File: src/rtl/mem_pkg.sv
// rtl/mem_pkg.sv - shared size/state types and size table for the lane aligner
package mem_pkg;

  typedef enum logic [1:0] {
    BYTE  = 2'd0,
    HALF  = 2'd1,
    WORD  = 2'd2,
    DWORD = 2'd3
  } mem_size_e;

  typedef enum logic [1:0] {
    IDLE,
    BEAT0,
    BEAT1,
    RESP
  } aligner_state_e;

  localparam int SIZE_BYTES [4] = '{1, 2, 4, 8};

endpackage

File: src/rtl/byte_lane_mask.sv
// rtl/byte_lane_mask.sv - two-beat byte-lane mask plus split/misalign/illegal flags
module byte_lane_mask
  import mem_pkg::*;
#(
  parameter int DATA_BYTES = 4
) (
  input  logic [$clog2(DATA_BYTES)-1:0] off,
  input  mem_size_e                     size,
  output logic [2*DATA_BYTES-1:0]       mask,
  output logic                          split,
  output logic                          misalign,
  output logic                          illegal
);

  always_comb begin
    int nb;
    int o;
    nb       = SIZE_BYTES[size];
    o        = int'(off);
    illegal  = nb > DATA_BYTES;
    split    = (o + nb) > DATA_BYTES;
    misalign = (o & (nb - 1)) != 0;
    mask     = '0;
    for (int i = 0; i < 2 * DATA_BYTES; i++) begin
      mask[i] = (i >= o) && (i < o + nb);
    end
  end

endmodule

File: src/rtl/mem_lane_aligner.sv
// rtl/mem_lane_aligner.sv - load/store lane aligner; MEM_MISALIGN_SPLIT_EN enables two-beat misaligned accesses
module mem_lane_aligner
  import mem_pkg::*;
#(
  parameter int DATA_BYTES = 4,
  parameter int ADDR_W     = 32
) (
  input  logic                    clk,
  input  logic                    reset_n,
  input  logic                    req_valid,
  output logic                    req_ready,
  input  logic                    req_write,
  input  logic [1:0]              req_size,
  input  logic                    req_signed,
  input  logic [ADDR_W-1:0]       req_addr,
  input  logic [8*DATA_BYTES-1:0] req_wdata,
  output logic                    bus_valid,
  input  logic                    bus_ready,
  output logic                    bus_write,
  output logic [ADDR_W-1:0]       bus_addr,
  output logic [DATA_BYTES-1:0]   bus_be,
  output logic [8*DATA_BYTES-1:0] bus_wdata,
  input  logic [8*DATA_BYTES-1:0] bus_rdata,
  output logic                    rsp_valid,
  output logic                    rsp_err,
  output logic [8*DATA_BYTES-1:0] rsp_rdata
);

  localparam int W     = 8 * DATA_BYTES;
  localparam int OFF_W = $clog2(DATA_BYTES);

  aligner_state_e          state, state_nxt;
  logic                    write_q, signed_q, err_q;
  mem_size_e               size_q;
  logic [OFF_W-1:0]        off_q;
  logic [W-1:0]            rd0_q, rd1_q;
  logic [2*DATA_BYTES-1:0] req_mask;
  logic                    req_split, req_misalign, req_illegal, req_fault;
  logic [2*W-1:0]          wdata_shifted;
  logic [W-1:0]            rd_shifted, load_data;
  logic                    sign_fill;

  byte_lane_mask #(.DATA_BYTES(DATA_BYTES)) u_mask (
    .off      (req_addr[OFF_W-1:0]),
    .size     (mem_size_e'(req_size)),
    .mask     (req_mask),
    .split    (req_split),
    .misalign (req_misalign),
    .illegal  (req_illegal)
  );

  assign wdata_shifted = {{W{1'b0}}, req_wdata} << {req_addr[OFF_W-1:0], 3'b000};

`ifdef MEM_MISALIGN_SPLIT_EN
  localparam logic [ADDR_W-1:0] BEAT_STRIDE = ADDR_W'(DATA_BYTES);

  logic                  split_q;
  logic [DATA_BYTES-1:0] be_hi_q;
  logic [W-1:0]          wdata_hi_q;
  logic                  unused_misalign;

  assign req_fault       = req_illegal;
  assign unused_misalign = req_misalign;

  always_ff @(posedge clk) begin
    if (!reset_n) begin
      split_q    <= 1'b0;
      be_hi_q    <= '0;
      wdata_hi_q <= '0;
      rd1_q      <= '0;
    end else if (state == IDLE && req_valid) begin
      split_q    <= req_split;
      be_hi_q    <= req_mask[2*DATA_BYTES-1:DATA_BYTES];
      wdata_hi_q <= wdata_shifted[2*W-1:W];
      rd1_q      <= '0;
    end else if (state == BEAT1 && bus_ready) begin
      rd1_q <= bus_rdata;
    end
  end
`else
  logic unused_hi;

  // Anything that would need a second beat cannot be issued in this build.
  assign req_fault = req_illegal | req_misalign | req_split;
  assign rd1_q     = '0;
  assign unused_hi = ^{req_mask[2*DATA_BYTES-1:DATA_BYTES], wdata_shifted[2*W-1:W]};
`endif

  always_ff @(posedge clk) begin
    if (!reset_n) state <= IDLE;
    else          state <= state_nxt;
  end

  always_comb begin
    state_nxt = state;
    case (state)
      IDLE:  if (req_valid) state_nxt = req_fault ? RESP : BEAT0;
      BEAT0: if (bus_ready) begin
`ifdef MEM_MISALIGN_SPLIT_EN
        state_nxt = split_q ? BEAT1 : RESP;
`else
        state_nxt = RESP;
`endif
      end
`ifdef MEM_MISALIGN_SPLIT_EN
      BEAT1: if (bus_ready) state_nxt = RESP;
`endif
      RESP:    state_nxt = IDLE;
      default: state_nxt = IDLE;
    endcase
  end

  always_ff @(posedge clk) begin
    if (!reset_n) begin
      write_q   <= 1'b0;
      signed_q  <= 1'b0;
      err_q     <= 1'b0;
      size_q    <= BYTE;
      off_q     <= '0;
      rd0_q     <= '0;
      bus_addr  <= '0;
      bus_be    <= '0;
      bus_wdata <= '0;
    end else begin
      case (state)
        IDLE: if (req_valid) begin
          write_q   <= req_write;
          signed_q  <= req_signed;
          err_q     <= req_fault;
          size_q    <= mem_size_e'(req_size);
          off_q     <= req_addr[OFF_W-1:0];
          rd0_q     <= '0;
          bus_addr  <= {req_addr[ADDR_W-1:OFF_W], {OFF_W{1'b0}}};
          bus_be    <= req_mask[DATA_BYTES-1:0];
          bus_wdata <= wdata_shifted[W-1:0];
        end
        BEAT0: if (bus_ready) begin
          rd0_q <= bus_rdata;
`ifdef MEM_MISALIGN_SPLIT_EN
          if (split_q) begin
            bus_addr  <= bus_addr + BEAT_STRIDE;
            bus_be    <= be_hi_q;
            bus_wdata <= wdata_hi_q;
          end
`endif
        end
        default: ;
      endcase
    end
  end

  // Loads: bring the addressed byte to lane 0, keep nbytes, extend the rest.
  always_comb begin
    int nb;
    nb         = SIZE_BYTES[size_q];
    rd_shifted = W'({rd1_q, rd0_q} >> {off_q, 3'b000});
    sign_fill  = 1'b0;
    load_data  = '0;
    for (int b = 0; b < DATA_BYTES; b++) begin
      if (b == nb - 1) sign_fill = signed_q & rd_shifted[8*b+7];
    end
    for (int b = 0; b < DATA_BYTES; b++) begin
      load_data[8*b +: 8] = (b < nb) ? rd_shifted[8*b +: 8] : {8{sign_fill}};
    end
  end

  assign req_ready = (state == IDLE);
  assign bus_valid = (state == BEAT0) || (state == BEAT1);
  assign bus_write = bus_valid & write_q;
  assign rsp_valid = (state == RESP);
  assign rsp_err   = rsp_valid & err_q;
  assign rsp_rdata = (rsp_valid && !write_q && !err_q) ? load_data : '0;

endmodule

File: config.mk
export PLATFORM = sky130hd
export DESIGN_NAME = mem_lane_aligner
export DESIGN_NICKNAME = d
export VERILOG_FILES = /design/src/rtl/mem_pkg.sv /design/src/rtl/byte_lane_mask.sv /design/src/rtl/mem_lane_aligner.sv
export SDC_FILE = /design/constraint.sdc
export NUM_CORES = 1
export LEC_CHECK = 0
export BUFFER_PORTS_ARGS = -buffer_cell sky130_fd_sc_hd__buf_2
export CAP_MARGIN = 10
export CELL_PAD_IN_SITES_DETAIL_PLACEMENT = 0
export CELL_PAD_IN_SITES_GLOBAL_PLACEMENT = 1
export CORE_MARGIN = 8
export CORE_UTILIZATION = 32
export CTS_CLUSTER_DIAMETER = 200
export DETAILED_ROUTE_END_ITERATION = 10
export PLACE_DENSITY = 0.83
export SYNTH_ARGS = -nofsm -noshare
export SYNTH_HDL_FRONTEND = slang
export SYNTH_SLANG_ARGS = --single-unit
File: constraint.sdc
create_clock -name clk -period 1.8 [get_ports clk]
set_input_delay 0 -clock clk [delete_from_list [all_inputs] [get_ports clk]]
set_output_delay 0 -clock clk [all_outputs]
set_load 0.1 [all_outputs]
# After elaboration in Yosys (flattened, before gate mapping)

Cells that the tools add are included.

Magnitude comparators: 15
Reductions and logical operators: 15
Equal/unequal tests: 8
Shift-type cells: 2
Bitwise operators: 11
Muxes and demuxes: 22
Add/subtract/negate cells: 3

Operator list:

| operator              | number |
|---|---|
| $mux 32               | 7 |
| $bmux 32 s2           | 2 |
| $lt 3x32->1 const A   | 4 |
| $eq 3x32->1 const A   | 2 |
| $gt 32x4->1 const B   | 2 |
| $lt 1x32->1 const A   | 2 |
| $lt 2x32->1 const A   | 2 |
| $pmux 32 s2           | 1 |
| $sub 32x2->32 const B | 2 |
| $add 3x32->32         | 1 |
| $and 3x32->32         | 1 |
| $eq 2x32->1 const A   | 1 |
| $logic_not 32->1      | 1 |
| $mux 8                | 4 |
| $reduce_bool 32->1    | 1 |
| $shl 32x5->32         | 1 |
| $shr 32x5->32         | 1 |
| $and 1x1->1           | 6 |
| $ge 3x3->1 const B    | 2 |
| $mux 2                | 3 |
| $not 2->3             | 2 |
| $logic_and 1x1->1     | 5 |
| $eq 2x2->1 const B    | 2 |
| $ge 1x2->1 const A    | 2 |
| 12 further kinds      | 19 |

Register bits: 107

# Logic depth before layout (Yosys ltp)

Gate-level depths: netlist of the first run.

Word-level depth: 12
Depth in mapped cells: 8

# Hierarchy

A second synthesis of the first run with hierarchy kept.

Cell total of the unflattened synthesis: 644
Area total of the unflattened synthesis: 5452.7 um2

By module, submodules not included:

| module           | cells an instance | area an instance (um2) | times used |
|---|---|---|---|
| mem_lane_aligner | 611               | 5216.3                 | 1 |
| byte_lane_mask   | 33                | 236.5                  | 1 |

# Least setup slack after synthesis of the first run

No wires, ideal clock.

Kind: register to output
Start: register state[0]
End: output port rsp_rdata[21]
Stages on the path, launching flop included: 6
Path slack: -2.577 ns
Data required time: 1.800 ns
Data arrival time: 4.377 ns
Cell sequence: dfxtp_1 -> ha_1 -> or3b_1 -> or3b_2 -> clkbuf_1 -> o21ai_0

Longest elaborated chain between the ends: 4

Ends and longest elaborated chain:

| element                         | RTL line                | text |
|---|---|---|
| from (decl)                     | mem_lane_aligner.sv:32  | `aligner_state_e state, state_nxt;` |
| from (signal assigned)          | mem_lane_aligner.sv:91  | `else state <= state_nxt;` |
| $eq 2x2->1                      | mem_lane_aligner.sv:170 | `assign rsp_valid = (state == RESP);` |
| net rsp_valid                   | mem_lane_aligner.sv:24  | `output logic rsp_valid,` |
| $logic_and 1x1->1 (2 in series) | mem_lane_aligner.sv:172 | `assign rsp_rdata = (rsp_valid && !write_q && !err_q) ? load_data : '0;` |
| $mux 32                         | mem_lane_aligner.sv:172 |  |
| to (decl)                       | mem_lane_aligner.sv:26  | `output logic [8*DATA_BYTES-1:0] rsp_rdata` |

The timed path passes the listed nets, and every way through them passes these cells.

# Final worst setup path of the first run

Start: register state[1]
End: output port rsp_rdata[16]

Longest elaborated chain between the ends: 4

Ends and longest elaborated chain:

| element                         | RTL line |
|---|---|
| $eq 2x2->1                      | mem_lane_aligner.sv:170 |
| $logic_and 1x1->1 (2 in series) | mem_lane_aligner.sv:172 |
| $mux 32                         | mem_lane_aligner.sv:172 |

Every way passes these cells.

==> results of run 1 <==
## synthesized netlist by cell type (all sizes together) (5+ instances only)
cell / instances / area [sq um]
a21boi: 51 / 383
mux2i: 24 / 240
nor2: 21 / 78.8
mux2: 12 / 135
dfxtp: 107 / 2140
o21ai: 16 / 87.6
nand2: 114 / 428
a21oi: 9 / 45.0
and2: 5 / 31.3
ha: 6 / 75.1
clkbuf: 37 / 139
buf: 18 / 93.8
a22oi: 48 / 360
nor2b: 62 / 388
a211oi: 22 / 165
a221o: 8 / 80.1
inv: 5 / 18.8
o211ai: 9 / 67.6
## cell families (layout without fill, tap and decap cells)
logic type	count (synthesis)	count (layout)
AO/OA/AOI/OAI	171	172
buffers and inverters	60	345
adder cells (fa/ha/maj)	7	7
AND/OR/NAND/NOR	214	214
XOR/XNOR	1	1
other	1	2
multiplexers	37	37
flip-flops	107	107
## routing by layer
layer,track usage (%),part of all wire (%),vias up
met3,6.61,8.9,21
met1,21.2,43,2506
met4,5.43,1.3,6
met2,28.7,47,179
li1,-,-,2641
met5,0,0.19,-
## path summary, 6_finish.rpt
path | slack, ns | startpoint | depth (start not counted) | end
worst max-delay path | -0.53 | state[1] | 6 | rsp_rdata[16]
worst min-delay path | 0.04 | req_addr[1] | 3 | off_q[1]
worst max register to register | 0.04 | state[1] | 9 | rd0_q[14]
worst min register to register | 0.46 | bus_wdata[29] | 2 | bus_wdata[29]
## layout make-up
cell class	instances	share of cell area (%)
tap	216	3.08
clock inverter	5	0.684
clock buffer	11	2.88
multi-input combinational	433	37.5
timing repair buffer	324	31.2
inverter	5	0.214
sequential	107	24.4
## sequential cells by signal, indices dropped and copies added, names as in the netlist
signal     cells
rd0_q         32
err_q          1
size_q         2
bus_wdata     32
off_q          2
bus_be         4
bus_addr      30
signed_q       1
state          2
write_q        1
## timing repair
item | in CTS | in global routing
resized for setup | 12 | 32
endpoints found under the setup margin | 32 | 61
hold buffers | 79 | 0
setup buffers | 1 | 2
pin swaps | 4 | 5
cloned | 1 | 2
endpoints found under the hold margin | 79 | 0
## power groups by stage
stage / Sequential (mW) / Clock [mW] / Combinational, mW
2_1_floorplan: 4.67 / 0 / 2.03
4_1_cts: 2.95 / 2.14 / 5.08
5_1_grt: 3.00 / 2.23 / 5.63
3_3_place_gp: 2.98 / 0 / 4.89
6_report: 2.96 / 2.07 / 5.35
3_5_place_dp: 3.00 / 0 / 4.89
## per-stage QoR
| step | utilization, % | cells | worst slack [ns] | hold slack, ns | area, sq um |
|---|---|---|---|---|---|
| global placement | 47.0 | 1000 | -0.216 | 0.249 | 7430 |
| global route | 55.5 | 1101 | -0.591 | 0.0599 | 8780 |
| finish | 55.5 | 1101 | -0.526 | 0.0408 | 8780 |
| floorplan | - | 599 | -0.513 | 0.145 | 5570 |
| detailed placement | 47.0 | 1000 | -0.248 | 0.259 | 7430 |
| CTS | 54.4 | 1097 | -0.575 | 0.0251 | 8600 |
## worst max-delay path, cell delays in order (launching register included)
cell and delay [ns]:
dfxtp_2 0.35, ha_4 0.13, or3b_4 0.37, or3b_4 0.42, a211o_4 0.39, o21ai_4 0.12, buf_12 0.19
==> results.toml, run 1 <==
[final_layout]
fill_cells = 1401
syn_to_final_growth_pct = 69.6
n_antenna_cell = 0
multi_input_area_sq_um = 3300
final_nets = 991
layout_common_cells = "buf_2, nand2_1, dfxtp_1"
final_common_cell = "buf_2"
area.sequential_sq_um = 2140
drive_gt1_share_pct = 39.5

[power_and_ir_drop]
fin_total_pwr_mw = 10.4
power_density_nw_per_um2 = 1180
p_int_mw = 5.38
ir_drop_mv = 0.996
switching_share_pct = 48.2
comb_power_share_pct = 51.5
seqPwrFrac_pct = 28.5
power_switching_mw = 5.01
p_leak_nw = 3.61
clkPwrFrac_pct = 20.0

[die]
core_area_sq_um = 15800
die-height_um = 143
ios = 209
die_area_sq_um = 20500
start_util_pct = 32.7
die_w_um = 143
num_rows = 46

[run_status]
violations = "negative setup slack"
outcome = "complete, but fails checks"

[drt]
wire_per_inst_um = 17.0
wl_um = 18800
drt_iter0_drc = 273
via_per_inst = 4.86
drtAntennaViolNets = 0
drc_errors = 0
dr.pass1.iters = 4
vias = 5353

[synth]
synth.area.mux_share_pct = 7.68
synth-seq-cells = 107
synth_area_sq_um = 5180
synth_seq_area_share_pct = 41.4
synth_top_family_by_area = "compound AO/OA/AOI/OAI gates"
synth-xor-area-share_pct = 0.169
synth-compound-area-share_pct = 24.4
syn_area_per_cell_sq_um = 8.66
synth_ff_type = "dfxtp_1"
ys_types = 39
postSynthCellCount = 598
synthAdderAreaFrac_pct = 1.84
yosysWarnings = 0
synth-simple-area-share_pct = 19.6
synth_edf_count = 0
async_reset_ff_share_pct = 0

[placement]
numPortBuffers = 206
dp_hpwl_um = 12800
gp_congestion = 0.828

[clock_tree]
cts_buffers = 9
clock_latency_ns = 0.35
clk_pin_slew_ns = 0.07
h-tree-depth = 3
cts_sinks = 107
tritoncts = "done"
clockBufferDepth = 2
root_buffer = "clkbuf_16"

[worst_hold_path]
holdCritPathClass = "input port to register"

[grt]
overflow = 0
grt_pass1_wl_um = 28900
antenna_found_initial = 3
grt_usage_pct = 17.7
grt_pass1_vias = 5406
grt_max_degree = 109

[critical_path]
cp.required_ns = 1.80
critPathLaunchType = "register"
worstPathArrival_ns = 2.33
cp_max_fo = 8
end_kind = "primary output"
crit_type = "register to primary output"

[sta]
worst_pin_slew_ns = 0.626
fin_crit_ns = 2.33
setup_ws_ns = -0.526
max_freq_mhz = 430
setup_violations = 32
finalHoldViolCount = 0
final_max_slew_viol_count = 0
fin_worst_skew_ns = 0.0107
rsz0062_at_grt = "true"
setup_tns_ns = -10.77
relSlewSlack_pct = 58.2
finalCritPeriodShare_pct = 129

[flow_run]
cap_violations = 0
Power figures use the tool's default switching activity.
==> run 2, diff against run 1 <==
CORE_UTILIZATION = 35   (was 32)
PLACE_DENSITY = 0.86   (was 0.83)
clock period = 2.65 ns   (was 1.8 ns; I/O delays follow)
==> run 2 against run 1 <==
Compared with the run above:
- the flow now finishes without violations
- total power down 38%
- global-route usage rose by 0.44 points
- sequential power decreased by 32%
- die area down 7.6%
- largest cell class unchanged
==> results.toml, run 2 (synthesis results as in run 1) <==
[drt]
drtAntennaViolNets = 0
vias = 5178
dr.pass1.iters = 5
wire_per_inst_um = 16.8
wl_um = 17500
via_per_inst = 4.96
drc_errors = 0
drt_iter0_drc = 262

[grt]
grt_usage_pct = 18.1
overflow = 0
grt_pass1_vias = 5125
grt_max_degree = 52
grt_pass1_wl_um = 27200
antenna_found_initial = 1

[die]
die_area_sq_um = 18900
core_area_sq_um = 14500
start_util_pct = 35.8
num_rows = 44
die_w_um = 138
die-height_um = 138
ios = 209

[placement]
dp_hpwl_um = 12100
place_ws_ns = 0.173
gp_congestion = 0.832
numPortBuffers = 206

[clock_tree]
h-tree-depth = 3
tritoncts = "done"
cts_buffers = 9
clockBufferDepth = 2
clock_latency_ns = 0.35
root_buffer = "clkbuf_16"
cts_sinks = 107
clk_pin_slew_ns = 0.07

[critical_path]
end_kind = "primary output"
r2r-start = "state[1]"
r2r_end = "bus_addr[19]"
critPathMaxStageDelay_ns = 0.43
path_buf_inv = 2
crit_type = "register to primary output"
cp_max_fo = 16
cp_top_family = "simple AND/OR/NAND/NOR gates"
cp.required_ns = 2.65
ff2ff_path_depth = 6
critPathLaunchType = "register"
cp_slowest_cell = "or3b_4"
worstPathArrival_ns = 2.53
worstPathCellList = "ha_4 > or3b_4 > or3b_1 > a211o_1 > buf_4 > o21ai_4 > buf_8"
timing.reg2reg.setup_slack_ns = 0.58

[run_status]
outcome = "finished, final reports clean"

[power_and_ir_drop]
ir_drop_mv = 0.496
p_leak_nw = 3.35
fin_total_pwr_mw = 6.49
power_density_nw_per_um2 = 818

[final_layout]
final_common_cell = "buf_2"
drive_gt1_share_pct = 34.0
layout_common_cells = "buf_2, dfxtp_1, nand2_1"
final_nets = 967
syn_to_final_growth_pct = 53.2
fill_cells = 1280
n_antenna_cell = 0
reg_top3 = "bus_wdata x32, rd0_q x32, bus_addr x30"

[sta]
fin_worst_skew_ns = 0.00701
worst_pin_slew_ns = 0.919
whs_ns = 0.0348
setup_violations = 0
rsz0062_at_grt = "false"
relSlewSlack_pct = 38.7
finalCritPeriodShare_pct = 95.5
setup_ws_ns = 0.119
setup_tns_ns = 0
fin_crit_ns = 2.53
finalHoldViolCount = 0
max_freq_mhz = 395
final_max_slew_viol_count = 0

[worst_hold_path]
holdCritPathClass = "input port to register"
hold_start = "req_addr[0]"
whs_path_depth = 4
min_to = "bus_be[2]"

[flow_run]
cap_violations = 0
-- run 2: worst max-delay path by stage --
stage | start | end | slack, ns | depth (start not counted)
after floorplan | state[0] | rsp_rdata[15] | 0.000003 | 6
after global placement | state[0] | rsp_rdata[17] | 0.21 | 7
after detailed placement | state[0] | rsp_rdata[17] | 0.17 | 7
after CTS | state[0] | rsp_rdata[17] | 0.05 | 7
after global routing | state[1] | rsp_rdata[24] | 0.02 | 7
final | state[1] | rsp_rdata[16] | 0.12 | 7
-- run 2: what timing repair did --
item,4_1_cts,5_1_grt
hold buffers,79,0
resized for setup,33,6
buffers inserted,0,0
endpoints found under the hold margin,79,0
setup endpoints to repair,16,16
-- run 2: cell type report --
cell class              instances  area, sq um  share of cell area (%)
clock buffers                  10          239                    3.01
clock inverters                 5         60.1                   0.757
inverters                       5         18.8                   0.237
multi-input cells             432         2970                    37.4
flip-flops and latches        107         2140                    27.0
well taps                     184          230                    2.90
repair buffers                301         2270                    28.6
-- run 2: worst min-delay path: stages --
cell and delay [ns]:
buf_2 0.12, a21oi_1 0.07, o21ai_0 0.07, a21boi_0 0.08
-- run 2: where the power goes --
group	total [mW]	leakage, nW	switching (mW)	internal, mW
combinational	3.12	2.33	2.41	0.710
sequential	2.00	0.873	0.155	1.85
clock	1.36	0.145	0.605	0.759
total	6.49	3.35	3.17	3.32
-- run 2: through the flow --
step	instance area (sq um)	cells	util [%]
after floorplan	5360	599	-
after global placement	6720	950	46.4
after detailed placement	6720	950	46.4
after CTS	7910	1044	54.6
after global routing	7930	1044	54.8
final	7930	1044	54.8
-- run 2: layer usage --
metal	GRT usage (%)	share of wire (%)	routed length [um]
met3	6.78	10	1800
met2	28.9	46	8030
met5	0	0.091	16
met4	5.97	1.2	214
met1	22.0	43	7450
==> run 3, diff against run 2 <==
HOLD_SLACK_MARGIN = 0.12   (was not set)
SETUP_SLACK_MARGIN = 0.2   (was not set)
SKIP_LAST_GASP = 1   (was not set)
==> run 3 against run 2 <==
Compared with the run above:
- setup slack better by 0.15 ns
- largest cell class unchanged
- critical endpoint is now rsp_rdata[31]
- via count up 4.1%
- global-route usage is 1.2 points higher
- sequential cell count unchanged
- routed wire length up 6.9%
- final cell count is 3.0% higher
- maximum frequency is 6.1% higher
- utilization up 3.8 points
- design area rose by 7.0%
- critical path type unchanged
- die area did not move
- clock-buffer cell count down 1
- combinational power increased by 2%
==> results.toml, run 3 (synthesis results as in run 1) <==
[run_status]
outcome = "finished, final reports clean"

[power_and_ir_drop]
seqPwrFrac_pct = 30.5
comb_power_share_pct = 48.1
p_int_mw = 3.38
switching_share_pct = 49.0
power_density_nw_per_um2 = 781
clkPwrFrac_pct = 21.4
ir_drop_mv = 0.597
power_switching_mw = 3.24
p_leak_nw = 3.56

[clock_tree]
h-tree-depth = 3
postCtsSetupBuffers = 0
clockBufferDepth = 2
tritoncts = "done"
clock_latency_ns = 0.36
clk_pin_slew_ns = 0.08
root_buffer = "clkbuf_16"
cts_buffers = 9
cts_sinks = 107

[sta]
fin_worst_skew_ns = 0.00750
worst_pin_slew_ns = 0.748
max_freq_mhz = 419
setup_tns_ns = 0
finalHoldViolCount = 0
fin_crit_ns = 2.38
relSlewSlack_pct = 50.1
setup_violations = 0
rsz0062_at_grt = "false"
final_max_slew_viol_count = 0
finalCritPeriodShare_pct = 90.0

[drt]
drtAntennaViolNets = 0
via_per_inst = 5.01
wire_per_inst_um = 17.4
drc_errors = 0
dr.pass1.iters = 4
wl_um = 18700
vias = 5389
drt_iter0_drc = 318

[grt]
overflow = 0
grt_usage_pct = 19.3
use_met1_pct = 22.0
grtUsageMet3_pct = 7.73
grt_max_degree = 46
grt_util_met2_pct = 32.9
grt_pass1_wl_um = 28900
grt_busiest_layer = "met2"
antenna_found_initial = 1
grt_pass1_vias = 5579

[flow_run]
cap_violations = 0

[critical_path]
cp.required_ns = 2.65
r2r-start = "state[1]"
end_kind = "primary output"
r2r_end = "bus_wdata[21]"
ff2ff_path_depth = 6
worstPathArrival_ns = 2.38
timing.reg2reg.setup_slack_ns = 0.37
crit_type = "register to primary output"
cp_max_fo = 8
critPathLaunchType = "register"

[final_layout]
drive_gt1_share_pct = 33.6
final_cell_count_no_fill = 1075
multi_input_area_sq_um = 3030
area.sequential_sq_um = 2150
syn_to_final_growth_pct = 63.8
reg_top3 = "bus_wdata x32, rd0_q x32, bus_addr x30"
layout_common_cells = "buf_2, nand2_1, dfxtp_1"
final_nets = 996
final_common_cell = "buf_2"
fill_cells = 1253

[worst_hold_path]
hold_start = "req_wdata[16]"
whs_path_depth = 5
holdCritPathClass = "input port to register"
min_to = "bus_wdata[24]"

[die]
ios = 209
core_area_sq_um = 14500
die_w_um = 138
die-height_um = 138
num_rows = 44
start_util_pct = 35.8
die_area_sq_um = 18900

[placement]
gp_congestion = 0.808
dp_hpwl_um = 12600
dp_cells = 953
numPortBuffers = 206
run 3: timing repair:
| action | 4_1_cts | 5_1_grt |
|---|---|---|
| pin swaps | 0 | 1 |
| setup endpoints to repair | 16 | 17 |
| endpoints found under the hold margin | 102 | 1 |
| resized for setup | 60 | 17 |
| gates cloned | 0 | 1 |
| hold buffers | 103 | 1 |
run 3: per-layer routing:
layer	part of all wire [%]	up-vias
met2	50	216
met4	1.4	0
li1	-	2649
met1	39	2499
met3	10	25
met5	0	-
run 3: power by group through the flow:
stage / Combinational [mW] / Sequential (mW) / Clock [mW]
6_report: 3.19 / 2.02 / 1.42
5_1_grt: 3.37 / 2.05 / 1.52
4_1_cts: 3.18 / 2.01 / 1.46
3_5_place_dp: 3.03 / 2.04 / 0
3_3_place_gp: 3.03 / 2.03 / 0
2_1_floorplan: 1.28 / 3.17 / 0
run 3: worst max-delay path: stages (launching register included):
cell       delay [ns]
dfxtp_4          0.38
ha_4             0.13
or3b_4           0.39
or3b_1           0.37
a211o_4          0.32
clkbuf_16        0.20
nand2_4          0.08
buf_12           0.17
run 3: through the flow:
stage / instance area (sq um) / utilization, % / hold WS, ns / setup slack (ns) / total power [mW]
after detailed placement: 6820 / 47.1 / 0.257 / 0.182 / 5.08
after global routing: 8480 / 58.6 / 0.180 / 0.204 / 6.94
after floorplan: 5410 / - / 0.145 / 0.0343 / 4.45
after global placement: 6820 / 47.1 / 0.249 / 0.218 / 5.06
final: 8480 / 58.6 / 0.137 / 0.266 / 6.62
after CTS: 8370 / 57.8 / 0.127 / 0.217 / 6.65
run 3: how the worst max path moves through the flow:
| stage | from | endpoint |
|---|---|---|
| 4_1_cts | state[0] | rsp_rdata[21] |
| 5_1_grt | state[0] | rsp_rdata[31] |
| 2_1_floorplan | state[0] | rsp_rdata[10] |
| 6_report | state[0] | rsp_rdata[31] |
| 3_5_place_dp | state[0] | rsp_rdata[21] |
| 3_3_place_gp | state[0] | rsp_rdata[21] |
run 3: area by class of cell:
| class | count | share of cell area (%) |
|---|---|---|
| Tap cell | 184 | 2.71 |
| Multi-Input combinational cell | 432 | 35.7 |
| Clock buffer | 9 | 2.65 |
| Sequential cell | 107 | 25.3 |
| Antenna cell | 1 | 0.0295 |
| Timing Repair Buffer | 330 | 32.2 |
| Inverter | 5 | 0.221 |
| Clock inverter | 7 | 1.08 |
